<file path="src/rtl/tohost_monitor.sv">
// Snoops core stores for the HTIF tohost word and keeps pass/fail/timeout status, the watchdog and the counters.
// All status is registered one cycle after the store; wr_ready is only dropped by rst, so stores are never stalled.
module tohost_monitor #(
  parameter logic [31:0] TOHOST_ADDR = 32'h0000_1000,
  parameter int unsigned MAX_CYCLES  = 5000,
  parameter int unsigned CNT_W       = 32
) (
  input  logic             clk,
  input  logic             rst,
  input  logic             en,
  input  logic             wr_valid,
  output logic             wr_ready,
  input  logic [31:0]      wr_addr,
  input  logic [31:0]      wr_data,
  input  logic [3:0]       wr_strb,
  output logic             done,
  output logic             done_pulse,
  output logic             pass,
  output logic             fail,
  output logic             timeout,
  output logic [30:0]      fail_test,
  output logic [31:0]      tohost_data,
  output logic             proto_warn,
  output logic [CNT_W-1:0] cycle_count,
  output logic [CNT_W-1:0] store_count
);

  typedef enum logic [1:0] {RUN, PASS, FAIL, TIMEOUT} state_t;

  localparam logic [CNT_W-1:0] WDOG_LAST = CNT_W'(MAX_CYCLES - 1);
  localparam logic [CNT_W-1:0] CNT_MAX   = '1;

  state_t state;
  logic   accepted;
  logic   hit;
  logic   full_strb;
  logic   is_pass;
  logic   is_fail;
  logic   is_warn;
  logic   wdog_exp;

  assign wr_ready  = !rst;
  assign accepted  = wr_valid && wr_ready;
  assign hit       = accepted && (wr_addr == TOHOST_ADDR);
  assign full_strb = (wr_strb == 4'hf);
  assign is_pass   = hit && full_strb && (wr_data == 32'd1);
  assign is_fail   = hit && full_strb && wr_data[0] && (wr_data != 32'd1);
  // Zero writes are silently ignored; anything else that is not a clean result is a protocol warning.
  assign is_warn   = hit && (wr_data != 32'd0) && (!full_strb || !wr_data[0]);
  assign wdog_exp  = en && (cycle_count == WDOG_LAST);

  always_ff @(posedge clk) begin
    if (rst) begin
      state       <= RUN;
      done        <= 1'b0;
      done_pulse  <= 1'b0;
      pass        <= 1'b0;
      fail        <= 1'b0;
      timeout     <= 1'b0;
      fail_test   <= '0;
      tohost_data <= '0;
      proto_warn  <= 1'b0;
      cycle_count <= '0;
      store_count <= '0;
    end else begin
      done_pulse <= 1'b0;
      if (state == RUN) begin
        if (accepted && (store_count != CNT_MAX))
          store_count <= store_count + 1'b1;
        // The counter parks at the watchdog limit; the expiry itself is taken below.
        if (en && (cycle_count != WDOG_LAST) && (cycle_count != CNT_MAX))
          cycle_count <= cycle_count + 1'b1;
        if (is_warn)
          proto_warn <= 1'b1;
        if (is_pass) begin
          state       <= PASS;
          pass        <= 1'b1;
          done        <= 1'b1;
          done_pulse  <= 1'b1;
          tohost_data <= 32'd1;
        end else if (is_fail) begin
          state       <= FAIL;
          fail        <= 1'b1;
          done        <= 1'b1;
          done_pulse  <= 1'b1;
          fail_test   <= wr_data[31:1];
          tohost_data <= wr_data;
        end else if (wdog_exp) begin
          state      <= TIMEOUT;
          timeout    <= 1'b1;
          done       <= 1'b1;
          done_pulse <= 1'b1;
        end
      end
    end
  end

endmodule
</file>
<file path="config.mk">
export PLATFORM = sky130hd
export DESIGN_NAME = tohost_monitor
export DESIGN_NICKNAME = d
export VERILOG_FILES = /design/src/rtl/tohost_monitor.sv
export SDC_FILE = /design/constraint.sdc
export NUM_CORES = 1
export LEC_CHECK = 0
export ABC_AREA = 1
export CAP_MARGIN = 15
export CORE_UTILIZATION = 45
export DETAILED_ROUTE_END_ITERATION = 10
export MAX_ROUTING_LAYER = met4
export PLACE_DENSITY = 0.73
export RECOVER_POWER = 50
export SYNTH_ARGS = -nofsm -noshare
export SYNTH_HDL_FRONTEND = slang
export SYNTH_SLANG_ARGS = --single-unit
</file>
<file path="constraint.sdc">
create_clock -name clk -period 2.4 [get_ports clk]
set_clock_uncertainty 0.05 [all_clocks]
set_input_delay 0.48 -clock clk [delete_from_list [all_inputs] [get_ports clk]]
set_output_delay 0.48 -clock clk [all_outputs]
set_load 0.02 [all_outputs]
</file>
# Word-level counts from Yosys, hierarchy flattened

Index checks and enable logic that the tools add are counted.

Flip-flop bits (word level): 135
Input bits: 72
Output and inout bits: 134
Logic and storage cells: 64

$add $sub $neg: 2
Eq/ne operators: 8
Muxes and demuxes: 11
Bitwise operators: 3
Reductions and logical operators: 29

Operator list:

| cell                  | count |
|---|---|
| $add 32x1->32 const B | 2 |
| $eq 32x13->1 const B  | 2 |
| $mux 32               | 2 |
| $ne 32x32->1 const B  | 2 |
| $eq 32x1->1 const B   | 1 |
| $ne 32x1->1 const B   | 1 |
| $ne 32x13->1 const B  | 1 |
| $reduce_bool 32->1    | 1 |
| $logic_and 1x1->1     | 12 |
| $reduce_and 2->1      | 6 |
| $mux 1                | 6 |
| $mux 2                | 3 |
| $eq 4x4->1 const B    | 1 |
| $reduce_and 4->1      | 1 |
| $logic_not 1->1       | 3 |
| $not 1->1             | 3 |
| $reduce_and 3->1      | 1 |
| $reduce_bool 3->1     | 1 |
| $logic_not 2->1       | 1 |
| $reduce_bool 2->1     | 1 |
| $reduce_or 2->1       | 1 |
| $logic_or 1x1->1      | 1 |

# Longest topological paths before layout

Depth after elaboration: 8
Gate-level depth with buffers: 11
Mapped depth without buffers: 11

# Least setup slack after synthesis

Ideal clock, no wire load.

Path type: register to register
From: register cycle_count[0]
To: register cycle_count[10]
Setup time: 132 ps
Arrival: 1755 ps
Required time: 2218 ps
Setup slack: 463 ps
Stages on the path, launching flop included: 10
Path buffers: 1
Period minus slack after synthesis: 1937 ps
Cell sequence: dfxtp_1 > ha_1 > nand3_2 > inv_2 > nand2_2 > nor3_4 > nand3b_4 > clkbuf_1 > nand3_1 > a21oi_1

Cells in the longest elaborated chain, start to end: 4
Elaborated cells between the ends (all ways): 6
Those cells by class: add/sub (1); eq/ne (2); reduce/logical (3)

Ends and longest elaborated chain:

| what                                                                  | RTL line | source |
|---|---|---|
| start, declared                                                       | 24       | `output logic [CNT_W-1:0] cycle_count,` |
| start signal, assigned                                                | 72       | `cycle_count <= cycle_count + 1'b1;` |
| parallel branches: the longest is 4 deep, another holds $add 32x1->32 | -        |  |

Several ways; the timed one is not identified.
A chain may end at the register's enable or synchronous reset.

# Worst setup path in the final report

From: register cycle_count[2]
To: output cycle_count[2]

No word-level cell between the ends.

==> results by group <==
Timing
  – Worst Hold Slack: around 0.31 ns
  – Slew Limit Fails: 0
  – Setup TNS: 0 ns
  – Final setup vio count: 0
  – Highest clock rate: 462 MHz
  – Final worst path period need: 2.17 ns
  – Final Hold Vio Count: 0
  – Slew Limit Headroom: 0.412
  – RSZ-0062 raised after global routing: no
  – Measured slew at the worst slew-check pin: ~0.88 ns
  – Period utilization: 0.903

Clock tree
  – Clk slew on worst S/H paths: roughly 0.060 ns
  – Total setup buffers inserted after CTS: 0
  – Clock Tree Buf Depth: 2
  – CTS buffer count: 17
  – Resized cells post-CTS: 0
  – Clock Latency Late Sink: roughly 0.43 ns
  – Sink Count: 135
  – CTS tree: built
  – Root buf cell: clkbuf_16
  – H-tree Lvls: 4
  – Hold-fix buffers, CTS: 0

Global route
  – Gr usage total: 0.292
  – Initial antenna violation count: 0
  – Vias in the first global route: 7249
  – Remaining Overflow, GRT: 0
  – First-pass GRT wire length: 36300 µm
  – Largest net degree at the start of global routing: 82

Floorplan
  – # IOs: 206
  – FP Rows: between 40 and 50
  – Die Footprint: between 15000 and 20000 µm²
  – Core ar.: 15200 µm²
  – Die width: 127 µm
  – Initial Util: 0.463
  – Die Height: 127 µm

Logic synthesis
  – Synth top area cells: dfxtp_1 38%, nand2_1 17%, a21oi_1 9.2%, nor2_1 7.5%, nand3_1 4.8%
  – Sequential area share after synthesis: 0.384
  – Syn_area_per_cell: between 6 and 7 µm²
  – Post-Syn Area: 7030 µm²
  – Ys Warns: 0
  – Netlist cell types: 35
  – Number of synthesized register bits: ~140
  – Syn Nets: 1138
  – Synthesized instance count: 1064
  – Synth area leader: dfxtp_1
  – Top cell type's share of synthesized area: 0.384

Power and ir drop
  – Internal power: between 4 and 5 mW
  – Peak VDD IR: 490 µV
  – Pwr per Cell Area: 534 nW/µm²
  – Sw Share: 0.238
  – Logic gate share of total power: 0.056
  – LEAKAGE: approximately 3.7 nW
  – Clock power share: 0.522
  – Flop pwr share: 0.423
  – P_sw: 1.27 mW

Drt
  – Drt initial violations: roughly 530
  – Avg WL per Cell: between 15 and 20 µm
  – Drt total wl: 22500 µm
  – Drt drc: 0
  – Final ANT Viol Nets: 0
  – DR pass1 iterations: 5
  – DR vias: 7811
  – Vias/cell: 5.30

Setup path
  – CP max stage delay: 0.60 ns
  – CP Buf/Inv Count: 2
  – Crit path max-delay cell type: clkdlybuf4s50_1
  – CP max FO: 5
  – Crit start category: flip-flop
  – Cells along the critical path: buf_4 > clkdlybuf4s50_1
  – CP required: 1.87 ns
  – Crit-path leading delay family: buffers and inverters
  – CP arrival: 1.64 ns
  – Crit Path Category: reg2out
  – CP Capture Type: output pin

Finish
  – Share of layout cells above drive strength 1: 0.0715
  – Multi-input gate area: ~3800 µm²
  – Area grow syn2layout: 41.7%
  – FF/Latch Area: 2700 µm²
  – Antenna fix cells: 0
  – Final Core Density: 0.656
  – Final instance area: about 10000 µm²
  – # fillers: about 1400
  – # nets final: 1348

Place
  – Port bufs: between 200 and 250
  – Hpwl dp: roughly 16000 µm
  – Global placement routability congestion: 0.948
  – Placed Area: about 9400 µm²

Worst hold path
  – Worst hold path class: in2reg

Job
  – Max-cap viol count: 0

Status
  – Status: completed
==> synth_stat cells, drive strengths merged <==
| cell | instances |
|---|---|
| nand3b | 8 |
| clkbuf | 25 |
| nand3 | 71 |
| nand2 | 331 |
| inv | 70 |
| nor4 | 2 |
| xor2 | 27 |
| o21bai | 1 |
| a21oi | 129 |
| dfxtp | 135 |
| nor3 | 28 |
| xnor2 | 5 |
| ha | 2 |
| o21a | 1 |
| nand4 | 45 |
| a21boi | 4 |
| nor2 | 146 |
| buf | 21 |
| nor3b | 3 |
| o21ai | 10 |
==> final timing paths <==
| path | from | to | slack [ns] | cells past startpoint |
|---|---|---|---|---|
| setup / recovery | cycle_count[2] | cycle_count[2] | 0.23 | 2 |
| hold / removal | rst | store_count[2] | 0.31 | 4 |
| setup reg to reg | store_count[0] | store_count[31] | 0.25 | 10 |
| hold reg to reg | pass | pass | 0.40 | 2 |
==> final cells by class <==
cell class / count / share of cell area
well taps: 188 / 0.0236
clock inverters: 15 / 0.0195
repair buffers: 237 / 0.233
multi-input cells: 813 / 0.384
inverters: 70 / 0.0264
flip-flops and latches: 135 / 0.271
clock buffers: 17 / 0.0427
==> placed cells by master, fill, tap and decap left out, types with 2 or more instances in the layout <==
cell type | synthesis | layout
clkdlybuf4s50_1 | 0 | 128
a21boi_0 | 4 | 4
nor2_2 | 2 | 5
nor3_1 | 26 | 26
nor2_4 | 3 | 3
buf_12 | 0 | 3
nor2_1 | 141 | 138
xnor2_1 | 5 | 5
nor3b_1 | 2 | 2
inv_1 | 63 | 63
nand2_4 | 2 | 2
inv_6 | 0 | 5
o21ai_0 | 9 | 9
inv_2 | 7 | 7
nand4_1 | 45 | 45
clkinvlp_4 | 0 | 3
clkinv_2 | 0 | 2
nand2_1 | 326 | 326
buf_4 | 0 | 26
bufinv_16 | 0 | 3
clkbuf_2 | 0 | 2
a21oi_1 | 129 | 129
nand2_2 | 3 | 3
nand3_2 | 2 | 2
clkbuf_16 | 0 | 17
ha_1 | 2 | 2
dlygate4sd3_1 | 0 | 76
xor2_1 | 27 | 27
dfxtp_1 | 135 | 135
nand3b_1 | 7 | 7
nand3_1 | 68 | 68
==> power by group through the flow <==
stage	registers (mW)	clock network, mW	logic, mW
detailed placement	2.30	0	0.296
CTS	2.25	2.80	0.296
floorplan	2.31	0	0.115
global route	2.25	2.90	0.320
global placement	2.30	0	0.294
finish	2.25	2.78	0.296
==> per-layer routing <==
| metal | global-route usage | part of all wire | vias to the layer above |
|---|---|---|---|
| met5 | - | 0 | - |
| met4 | 0.106 | 0.021 | 0 |
| met3 | 0.0720 | 0.074 | 36 |
| met2 | 0.457 | 0.46 | 294 |
| met1 | 0.365 | 0.44 | 3591 |
| li1 | - | - | 3890 |
==> worst reg2reg max path, cell delays in order, from the launching register on <==
cell	delay (ns)
dfxtp_1	0.39
ha_1	0.26
nand3_4	0.13
nor2_4	0.14
nand2_2	0.10
nor2_4	0.14
nand3_2	0.11
nand2_4	0.24
buf_4	0.27
nand2_1	0.07
a21oi_1	0.16
==> sequential cells by signal, summed over array words and instances, names as in the netlist <==
register / flops
cycle_count: 32
store_count: 32
tohost_data: 32
fail_test: 31
state: 2
done: 1
done_pulse: 1
fail: 1
pass: 1
proto_warn: 1
timeout: 1
==> metrics by stage <==
stage                     power [mW]  setup slack (ns)  cells
final                           5.32             0.234   1475
after detailed placement        2.60            0.0507   1443
after global placement          2.59            0.0610   1443
after floorplan                 2.42             0.463   1064
after CTS                       5.34             0.228   1475
after global routing            5.47            0.0632   1475
==> kinds of logic after synthesis <==
group,share of synthesized area
DFF,0.384
xor gates and xnor gates,0.0399
buffers and inverters,0.0724
adders and majority gates,0.00356
AOI/OAI and AO/OA,0.105
and+or+nand+nor,0.395
Note: power is estimated with default switching activity, not from simulation.
